===== src/rtl/zoechip_digit_seq.sv =====
// zoechip_digit_seq: 4-bit digit source for the seven-segment decoder stage.
// Advances from a prescaler while running, or by a debounced step button.
module zoechip_digit_seq #(
   parameter int MAX_COUNT = 1000,
   parameter int DEBOUNCE  = 16
) (
   input  logic [7:0] io_in,
   output logic [7:0] io_out
);

   localparam logic [15:0] PRESC_LAST = 16'(MAX_COUNT - 1);
   localparam logic [7:0]  DB_LAST    = 8'(DEBOUNCE - 1);

   // synchronized input bit positions
   localparam int S_RUN  = 0;
   localparam int S_DIR  = 1;
   localparam int S_STEP = 2;
   localparam int S_HEX  = 3;
   localparam int S_CLR  = 4;

   typedef enum logic {
      PAUSED  = 1'b0,
      RUNNING = 1'b1
   } state_t;

   logic clk;
   logic rst;
   logic unused_in;

   assign clk       = io_in[0];
   assign rst       = io_in[1];
   assign unused_in = io_in[7];

   logic [4:0] sync_a;
   logic [4:0] sync_b;

   logic run_s;
   logic dir_s;
   logic step_s;
   logic hex_s;
   logic clr_s;

   logic [1:0]      btn_s;
   logic [1:0][7:0] db_cnt;
   logic [1:0]      db_lvl;
   logic [1:0]      db_dly;
   logic            run_edge;
   logic            step_edge;

   state_t state;
   state_t state_nxt;
   logic   running;

   logic [15:0] presc;
   logic        tick;

   logic       adv;
   logic [3:0] limit;
   logic [3:0] nxt_digit;
   logic       nxt_wrap;

   logic [3:0] digit;
   logic       upd;
   logic       cry;
   logic       hb;

   // two-flop synchronizers for the five live pins
   always_ff @(posedge clk) begin
      if (rst) begin
         sync_a <= '0;
         sync_b <= '0;
      end else begin
         sync_a <= io_in[6:2];
         sync_b <= sync_a;
      end
   end

   assign run_s  = sync_b[S_RUN];
   assign dir_s  = sync_b[S_DIR];
   assign step_s = sync_b[S_STEP];
   assign hex_s  = sync_b[S_HEX];
   assign clr_s  = sync_b[S_CLR];

   assign btn_s = {step_s, run_s};

   // debounce run (0) and step (1): flip level after DEBOUNCE differing cycles
   always_ff @(posedge clk) begin
      if (rst) begin
         db_cnt <= '0;
         db_lvl <= '0;
         db_dly <= '0;
      end else begin
         for (int i = 0; i < 2; i++) begin
            if (btn_s[i] == db_lvl[i]) begin
               db_cnt[i] <= 8'd0;
            end else if (db_cnt[i] == DB_LAST) begin
               db_cnt[i] <= 8'd0;
               db_lvl[i] <= btn_s[i];
            end else begin
               db_cnt[i] <= db_cnt[i] + 8'd1;
            end
         end
         db_dly <= db_lvl;
      end
   end

   assign run_edge  = db_lvl[0] & ~db_dly[0];
   assign step_edge = db_lvl[1] & ~db_dly[1];

   // run/pause state register
   always_ff @(posedge clk) begin
      if (rst) begin
         state <= PAUSED;
      end else begin
         state <= state_nxt;
      end
   end

   // each debounced run press toggles between paused and running
   always_comb begin
      state_nxt = state;
      unique case (state)
         PAUSED:  if (run_edge) state_nxt = RUNNING;
         RUNNING: if (run_edge) state_nxt = PAUSED;
         default: state_nxt = PAUSED;
      endcase
   end

   // state decode used by the datapath and the run indicator
   always_comb begin
      running = 1'b0;
      unique case (state)
         RUNNING: running = 1'b1;
         default: running = 1'b0;
      endcase
   end

   // tick on the last prescaler count; clear suppresses it entirely
   assign tick = running & ~clr_s & (presc == PRESC_LAST);

   // prescaler only runs while running and not cleared
   always_ff @(posedge clk) begin
      if (rst) begin
         presc <= 16'd0;
      end else if (clr_s || !running || tick) begin
         presc <= 16'd0;
      end else begin
         presc <= presc + 16'd1;
      end
   end

   // step presses only count while paused; clear overrides any advance
   assign adv = (tick | (step_edge & ~running)) & ~clr_s;

   // next digit and wrap flag for the current dir/hex setting
   always_comb begin
      limit     = hex_s ? 4'd15 : 4'd9;
      nxt_digit = digit;
      nxt_wrap  = 1'b0;
      if (!dir_s) begin
         if (digit >= limit) begin
            nxt_digit = 4'd0;
            nxt_wrap  = 1'b1;
         end else begin
            nxt_digit = digit + 4'd1;
         end
      end else begin
         if (digit == 4'd0) begin
            nxt_digit = limit;
            nxt_wrap  = 1'b1;
         end else if (digit > limit) begin
            // left over from hex mode: fall into decimal range quietly
            nxt_digit = 4'd9;
         end else begin
            nxt_digit = digit - 4'd1;
         end
      end
   end

   // digit register with one-cycle update/carry strobes
   always_ff @(posedge clk) begin
      if (rst) begin
         digit <= 4'd0;
         upd   <= 1'b0;
         cry   <= 1'b0;
      end else begin
         upd <= adv;
         cry <= adv & nxt_wrap;
         if (clr_s) begin
            digit <= 4'd0;
         end else if (adv) begin
            digit <= nxt_digit;
         end
      end
   end

   // heartbeat toggles once per prescaler tick
   always_ff @(posedge clk) begin
      if (rst) begin
         hb <= 1'b0;
      end else if (tick) begin
         hb <= ~hb;
      end
   end

   assign io_out = {running, hb, cry, upd, digit};

endmodule


===== config.mk =====
export PLATFORM = sky130hd
export DESIGN_NAME = zoechip_digit_seq
export DESIGN_NICKNAME = d
export VERILOG_FILES = /design/src/rtl/zoechip_digit_seq.sv
export SDC_FILE = /design/constraint.sdc
export NUM_CORES = 1
export LEC_CHECK = 0
export CAP_MARGIN = 20
export CORE_MARGIN = 5
export CORE_UTILIZATION = 55
export CTS_BUF_LIST = sky130_fd_sc_hd__clkbuf_4 sky130_fd_sc_hd__clkbuf_8
export CTS_CLUSTER_DIAMETER = 200
export DETAILED_ROUTE_END_ITERATION = 8
export GPL_ROUTABILITY_DRIVEN = 0
export GPL_TIMING_DRIVEN = 0
export PLACE_DENSITY = 0.73
export SLEW_MARGIN = 15
export SYNTH_ARGS = -nofsm -noshare
export SYNTH_HDL_FRONTEND = slang
export SYNTH_SLANG_ARGS = --single-unit

===== constraint.sdc =====
create_clock -name io_in -period 3 [get_ports io_in]
set_input_delay 0.6 -clock io_in [delete_from_list [all_inputs] [get_ports io_in]]
set_output_delay 0.6 -clock io_in [all_outputs]
set_load 0.05 [all_outputs]

# ---- Word level (Yosys, flattened, before mapping)
# Cells that the tools add are included.
dict set report totals {
  out_inout_bits 8
  regBits 54
  mem_bits_ro 0
  mem_count 0
  ram_bits 0
  wordCells 63
  input_bits 8
  latch_bits 0
}
dict set report classes {
  n_div 0
  add_sub_neg 5
  reduce_logical 10
  n_shift 0
  eq_ne 5
  n_mux 12
  bitwise 16
  n_lt_le_gt_ge 2
  n_mul 0
}
# op n
set ops {}
lappend ops {{adder 16 x 1 -> 16 bit, second input constant} 1}
lappend ops {{adder 8 x 1 -> 8 bit, second input constant} 2}
lappend ops {{equality test 16 x 10 -> 1 bit, second input constant} 1}
lappend ops {{equality test 8 x 4 -> 1 bit, second input constant} 2}
lappend ops {{2-to-1 mux 4 bit} 4}
lappend ops {{NOT 1 bit} 8}
lappend ops {{bitwise AND 1 bit} 7}
lappend ops {{2-to-1 mux 1 bit} 6}
lappend ops {{OR reduction 3 bit} 2}
lappend ops {{adder 4 x 1 -> 4 bit, second input constant} 1}
lappend ops {{greater-or-equal comparator 4 bit} 1}
lappend ops {{> comparator 4 bit} 1}
lappend ops {{zero test 4 bit} 1}
lappend ops {{AND reduction 2 bit} 2}
lappend ops {{OR reduction 2 bit} 2}
lappend ops {{subtractor 4 x 1 -> 4 bit, second input constant} 1}
lappend ops {{2-to-1 mux 3 bit} 1}
lappend ops {{equality test 1 bit} 2}
lappend ops {{logical OR 1 bit} 2}
lappend ops {{case mux 1 bit (2 select lines)} 1}
lappend ops {{zero test 1 bit} 1}
lappend ops {{OR 1 bit} 1}

# ---- Depth between registers and ports, before layout
# Gate-level depths: netlist of run 1.
dict set report depth {
  word_depth 6
  ltp_mapped 7
  ltp_nobuf 7
}

# ---- Least setup slack after synthesis of run 1
# No wires, ideal clock.
dict set report synth_timing {
  kind {reg-to-reg}
  from {register digit[1]}
  to {register digit[0]}
  path_slack_ns 0.863
  n_path_buf 0
  path_stages_with_launch 6
  arrival_ns 2.034
  synth_period_minus_slack_ns 2.137
  setup_time_ns 0.103
  required_ns 2.897
  path_cell_list {dfxtp_1 -> ha_1 -> a311oi_1 -> o21ai_0 -> and3_1 -> a2111oi_2}
}
dict set report synth_via {
  elab_chain_len 4
  word_cells_on_any_way 7
  cone_classes {2 x order compare; 4 x mux; 1 x reduce/logical}
}
# element line
set synth_lines {}
lappend synth_lines {{start: declaration} 62} ;# logic [3:0] digit;
lappend synth_lines {{start signal: assignment} 192} ;# digit <= nxt_digit;
lappend synth_lines {{> comparator 4 bit} 171} ;# end else if (digit > limit) begin
lappend synth_lines {{2-to-1 mux 4 bit} 171}
lappend synth_lines {{2-to-1 mux 4 bit} 168} ;# if (digit == 4'd0) begin
lappend synth_lines {{2-to-1 mux 4 bit *} 160} ;# if (!dir_s) begin
# Mark *: on every way between the ends. The rest lies on a longest branch, timed or not.
# A chain may end at the register's enable or synchronous reset.

==> impl_metrics.json, run 1 <==
{
  "outcome": "finished with violations",
  "violations": "hold timing",
  "yosysUniqueCellTypes": 41,
  "nets": 306,
  "fin_area_um2": 3030,
  "cts_tree": "done",
  "crit_slowest_cell": "clkbuf_8",
  "die_h_um": 75.2,
  "cts.clk_slew.worst_paths_ps": 100,
  "clkLatencyLatePin_ps": 310,
  "rsz0062_at_grt": "false",
  "die_w_um": 75.2,
  "clock_skew_ps": 11.7,
  "grt_use_total": 0.251,
  "pwr_density_cell_nw_per_um2": 1010,
  "ys_dominant_reg_cell": "dfxtp_1",
  "antenna_found_initial": 0,
  "synth.ff_latch_count": 54,
  "max_stage_delay_ps": 150,
  "rr_startpoint": "sync_b[3]",
  "worst_ep_arrival_time_ps": 3110,
  "synth_most_common_cell": "dfxtp_1",
  "cap_viol_max_count": 0,
  "peakVddDrop_v": 0.000562,
  "drc": 0,
  "drt_iter0_drc": 184,
  "min_path_cells": 1,
  "syn_area_per_cell_um2": 9.34,
  "synth_seq_area_share": 0.463,
  "hold_viol_final": 5,
  "first_pass_iters": 5,
  "ys.warnings.count": 0,
  "syn2layout_area_growth_pct": 29.5,
  "rows": 23,
  "synth_largest_area_cell": "dfxtp_1",
  "hpwlAfterDp_mm": 2.76,
  "worst_pin_slew_ps": 498,
  "antenna_left": 0,
  "hold_buffers": 0,
  "vias": 1953,
  "startpoint_type": "clock port",
  "grt_pass1_wl_mm": 8.78,
  "synth_common_cells": "dfxtp_1 (54), nor2_1 (44), nor2b_1 (16), xnor2_1 (16), xor2_1 (14)",
  "wl_per_cell_um": 14.0,
  "io_buffers": 8,
  "rrSetupSlack_ps": 880,
  "grt_overflow": 0,
  "yosys-top-cells-area": "dfxtp_1 (46%), nor2_1 (7.1%), xnor2_1 (6.0%)",
  "drive_gt1_frac": 0.197,
  "slew_viol_final": 0,
  "async_flop_share": 0,
  "power_leakage_nw": 1.29,
  "crit_chain": "clkbuf_8 -> clkbuf_8 -> clkbuf_1 -> clkbuf_8 -> clkbuf_8 -> nor2_4 -> clkbuf_8 -> clkbuf_8 -> nand3_4 -> clkbuf_1 -> clkbuf_8 -> clkbuf_8 -> nor2_1",
  "die_area_um2": 5650,
  "min_from": "io_in[4]",
  "relSlewSlack": 0.667,
  "worstSetupPathType": "clock port to flip-flop",
  "syn_inst": 250,
  "hold_end": "sync_a[2]",
  "path_delay_family": "buffers and inverters",
  "synth_edf_count": 0,
  "tns_ps": 0,
  "path_buf_inv": 10,
  "placed_area_um2": 2480,
  "via_per_inst": 5.58,
  "ff2ff_path_depth": 7,
  "io-pin-count": 16,
  "yosys.area.top_type_share": 0.463,
  "r2r-end": "digit[0]",
  "critPathRequiredTime_ps": 3240,
  "synth_nets": 266,
  "hold_ws_ps": -188,
  "routed_wl_mm": 4.91,
  "grt_pass1_vias": 2413,
  "cp_max_fo": 6,
  "grt_max_degree": 20,
  "setup_violations": 0,
  "initial_utilization": 0.576,
  "fp.coreArea_um2": 4060,
  "cp_common_cell": "clkbuf_8",
  "netlist_area_um2": 2340,
  "hold_class": "clock port to flip-flop",
  "antennaDiodeCount": 0,
  "end_kind": "flip-flop"
}
registers in the layout (all words and copies together) (netlist names):
signal,count
cry,1
db_cnt,16
db_dly,2
db_lvl,2
digit,4
hb,1
presc,16
state,1
sync_a,5
sync_b,5
upd,1
final cells by class:
| cell class | instances | area, um2 |
|---|---|---|
| flip-flops and latches | 54 | 1080 |
| inverters | 8 | 30.0 |
| well taps | 50 | 62.6 |
| clock buffers | 36 | 458 |
| repair buffers | 8 | 80.1 |
| plain buffers | 11 | 56.3 |
| fillers | 297 | 1030 |
| multi-input cells | 177 | 1190 |
| clock inverters | 6 | 68.8 |
timing repair:
action | CTS | global route
endpoints found under the setup margin | 10 | 0
hold endpoints to repair | 0 | 0
setup buffers | 0 | 0
gates resized for setup | 4 | 0
cells in the final DEF, fill, tap and decap left out, types with 2 or more instances in the layout:
cell	n
dfxtp_1	54
nor2_1	43
clkbuf_8	30
nor2b_1	16
xnor2_1	16
xor2_1	14
nand2_1	13
nand3_1	10
ha_1	8
clkdlybuf4s50_1	8
inv_1	7
clkbuf_1	7
a21oi_1	6
clkbuf_4	6
o21ai_0	5
and3_1	4
buf_4	4
or4_1	3
or3_1	3
and4_1	3
nand4_1	3
nor3_1	3
mux2i_1	2
nand2b_1	2
nor3b_1	2
a31o_2	2
clkinvlp_2	2
routing by layer:
metal,global-route usage,vias up,wire length [um]
met4,0.437,0,273
met2,0.235,110,2210
li1,-,929,-
met5,0.0370,-,0
met1,0.176,873,1880
met3,0.296,41,546
worst max path at each step:
stage	startpoint	end	slack [ps]	depth (start not counted)
2_1_floorplan	io_in[1]	presc[10]	450	5
3_3_place_gp	io_in[1]	presc[10]	450	5
3_5_place_dp	io_in[1]	presc[10]	450	5
4_1_cts	io_in[1]	presc[11]	80	13
5_1_grt	io_in[1]	presc[13]	40	13
6_report	io_in[1]	presc[11]	130	13
cell families after synthesis:
group | Yosys count | share of synthesized area
adder cells (fa/ha/maj) | 8 | 0.0429
AND/OR/NAND/NOR | 113 | 0.259
XOR/XNOR | 30 | 0.112
multiplexers | 2 | 0.00857
AO/OA/AOI/OAI | 24 | 0.0777
flip-flops | 54 | 0.463
buffers and inverters | 19 | 0.0370
worst register-to-register path, delay by kind of cell, from the launching register on:
kind            cells  cell delay (ps)
buf+inv             1               60
flops               1              360
simple gates        1              230
compound gates      4             1050
fa+ha+maj           1              330
through the flow:
| stage | util | total power, mW | std cells | setup WS, ps | hold WS (ps) |
|---|---|---|---|---|---|
| 6_report | 0.746 | 3.06 | 350 | 131 | -188 |
| 5_1_grt | 0.746 | 3.33 | 350 | 42.1 | -218 |
| 4_1_cts | 0.746 | 3.13 | 350 | 78.7 | -192 |
| 3_5_place_dp | 0.611 | 1.35 | 308 | 453 | 128 |
| 3_3_place_gp | 0.611 | 1.35 | 308 | 453 | 128 |
| 2_1_floorplan | - | 1.35 | 250 | 453 | 128 |
where the power goes:
group / internal, mW / switching, mW
clock: 1.32 / 0.940
sequential: 0.802 / 0
combinational: 0 / 0
(Power assumes the default switching activity.)
==> run 2, diff against run 1 <==
--- a/config.mk
+++ b/config.mk
@@ -14,7 +14,6 @@
 export GPL_ROUTABILITY_DRIVEN = 0
 export GPL_TIMING_DRIVEN = 0
 export PLACE_DENSITY = 0.73
-export SLEW_MARGIN = 15
 export SYNTH_ARGS = -nofsm -noshare
 export SYNTH_HDL_FRONTEND = slang
 export SYNTH_SLANG_ARGS = --single-unit
==> results of run 2 <==
Final layout, timing and power as in run 1 (identical DEF).
==> run 3, diff against run 2 <==
--- a/config.mk
+++ b/config.mk
@@ -5,6 +5,7 @@
 export SDC_FILE = /design/constraint.sdc
 export NUM_CORES = 1
 export LEC_CHECK = 0
+export ABC_AREA = 1
 export CAP_MARGIN = 20
 export CORE_MARGIN = 5
 export CORE_UTILIZATION = 55
@@ -12,7 +13,6 @@
 export CTS_CLUSTER_DIAMETER = 200
 export DETAILED_ROUTE_END_ITERATION = 8
 export GPL_ROUTABILITY_DRIVEN = 0
-export GPL_TIMING_DRIVEN = 0
 export PLACE_DENSITY = 0.73
 export SYNTH_ARGS = -nofsm -noshare
 export SYNTH_HDL_FRONTEND = slang
==> impl_metrics.json, run 3 <==
{
  "synth_seq_area_share": 0.426,
  "nets": 377,
  "via_per_inst": 4.96,
  "cp_max_fo": 5,
  "drt_iter0_drc": 111,
  "cts_setup_buffers": 0,
  "hold_buffers": 0,
  "critPathRequiredTime_ps": 3230,
  "antenna_left": 0,
  "die_area_um2": 6070,
  "violations": "hold timing",
  "worstSetupPathType": "clock port to flip-flop",
  "routed_wl_mm": 4.67,
  "ff2ff_path_depth": 9,
  "largestRegisters": "db_cnt: 16 flops, presc: 16 flops",
  "synth_most_common_cell": "nor2_1",
  "dp_slack_ps": 901,
  "rrSetupSlack_ps": 1340,
  "synth.ff_latch_count": 54,
  "drive_gt1_frac": 0.184,
  "initial_utilization": 0.575,
  "fp.coreArea_um2": 4410,
  "yosys.area.top_type_share": 0.426,
  "syn2layout_area_growth_pct": 22.1,
  "worst_slack_ps": 602,
  "crit_slowest_cell": "a21oi_1",
  "io_buffers": 8,
  "synth_common_cells": "nor2_1 (65), dfxtp_1 (54), nand2_1 (46), inv_1 (38), nand3_1 (22)",
  "cts.clk_slew.worst_paths_ps": 100,
  "io-pin-count": 16,
  "worst_ep_arrival_time_ps": 2630,
  "ys_dominant_reg_cell": "dfxtp_1",
  "tns_ps": 0,
  "crit_cells": 8,
  "rr_startpoint": "digit[2]",
  "hpwlAfterDp_mm": 2.91,
  "outcome": "finished with violations",
  "rows": 24,
  "peakVddDrop_v": 0.000836,
  "syn_inst": 329,
  "clock_skew_ps": 17.1,
  "netlist_area_um2": 2540,
  "layout_common_cells": "nor2_1 (65), dfxtp_1 (54), nand2_1 (46)",
  "worst_pin_slew_ps": 510,
  "first_pass_iters": 4,
  "startpoint_type": "clock port",
  "synth_compound_area_frac": 0.0538,
  "n_fill_cell": 333,
  "yosys-top-cells-area": "dfxtp_1 (43%), nor2_1 (9.6%), nand2_1 (6.8%)",
  "relSlewSlack": 0.659,
  "hold_ws_ps": -192,
  "end_kind": "flip-flop",
  "cts_tree": "done",
  "antennaDiodeCount": 0,
  "final-seq-area_um2": 1080,
  "layout_commonest_cell": "nor2_1",
  "grt_pass1_wl_mm": 8.42,
  "path_buf_inv": 5,
  "hold_class": "clock port to flip-flop",
  "wl_per_cell_um": 11.1,
  "synthMuxAreaShare": 0,
  "power_leakage_nw": 1.20,
  "rsz0062_at_grt": "false",
  "grt_use_total": 0.181,
  "max_stage_delay_ps": 160,
  "synth-xor-area-share": 0.0449,
  "synth_largest_area_cell": "dfxtp_1",
  "endpoint": "db_cnt[10]",
  "drc": 0,
  "cap_viol_max_count": 0,
  "cts.repair.resized": 0,
  "grt_pass1_vias": 2564,
  "cp_common_cell": "clkbuf_8",
  "clkLatencyLatePin_ps": 310,
  "vias": 2090,
  "startpoint": "io_in[1]",
  "ys.warnings.count": 0,
  "pwr_density_cell_nw_per_um2": 901,
  "syn_area_per_cell_um2": 7.71,
  "synth_nets": 345,
  "crit_chain": "clkbuf_8 -> clkbuf_8 -> clkbuf_8 -> a21oi_1 -> o211ai_1 -> clkbuf_8 -> clkbuf_8 -> nor3b_1",
  "yosysUniqueCellTypes": 33,
  "r2r-end": "digit[3]",
  "yosys.area_share.simple": 0.350,
  "antenna_found_initial": 0,
  "die_w_um": 77.9,
  "setup_violations": 0,
  "grt_overflow": 0,
  "hold_viol_final": 5,
  "synth_edf_count": 0,
  "synthAdderAreaFrac": 0.0395,
  "die_h_um": 77.9,
  "slew_viol_final": 0,
  "async_flop_share": 0,
  "synth_top_family_by_area": "simple AND/OR/NAND/NOR gates",
  "path_delay_family": "buffers and inverters",
  "grt_max_degree": 18,
  "multi_input_area_um2": 1240
}
[run 3: changes by cell type after synthesis, sizes merged, moves of 7 or more]
cell / change
nor3: +9
clkbuf: -7
nor2: +28
nand3: +15
a21oi: +11
nor2b: -16
nand2: +42
inv: +35
xnor2: -14
[run 3: cells by family (layout without fill, tap and decap cells)]
kind of cell / count (synthesis) / in the layout
buffers and inverters: 51 / 91
adder cells (fa/ha/maj): 8 / 8
XOR/XNOR: 13 / 13
AND/OR/NAND/NOR: 177 / 177
flip-flops: 54 / 54
AO/OA/AOI/OAI: 26 / 26
[run 3: through the flow]
step / utilization / power, mW / cells / cell area [um2]
global route: 0.702 / 3.07 / 421 / 3100
finish: 0.702 / 2.79 / 421 / 3100
floorplan: - / 1.39 / 329 / 2540
detailed placement: 0.596 / 1.29 / 382 / 2630
CTS: 0.702 / 2.85 / 421 / 3100
global placement: 0.596 / 1.29 / 382 / 2630
[run 3: area by class of cell]
cell class / instances / share of cell area
well taps: 52 / 0.0210
multi-input cells: 224 / 0.400
inverters: 37 / 0.0453
repair buffers: 8 / 0.0259
flip-flops and latches: 54 / 0.349
clock inverters: 14 / 0.0246
clock buffers: 32 / 0.134
[run 3: how the worst min path moves through the flow]
| stage | start | cells after the start | slack [ps] | endpoint |
|---|---|---|---|---|
| after floorplan | io_in[2] | 2 | 110 | sync_a[0] |
| after global placement | io_in[1] | 1 | 70 | state |
| after detailed placement | io_in[1] | 1 | 70 | state |
| after CTS | io_in[6] | 2 | -200 | sync_a[4] |
| after global routing | io_in[3] | 2 | -200 | sync_a[1] |
| final | io_in[6] | 2 | -190 | sync_a[4] |
[run 3: per-layer routing]
metal,vias up,global-route usage,share of wire
met5,-,0,0
met3,24,0.176,0.062
met1,909,0.148,0.45
met4,0,0.262,0.028
li1,1102,-,-
met2,55,0.200,0.46
[run 3: report_power, final]
part            total [mW]  switching [mW]  internal [mW]
clock network         1.99           0.866           1.12
registers            0.801               0          0.801
logic          0.000000322               0              0
total                 2.79           0.866           1.92
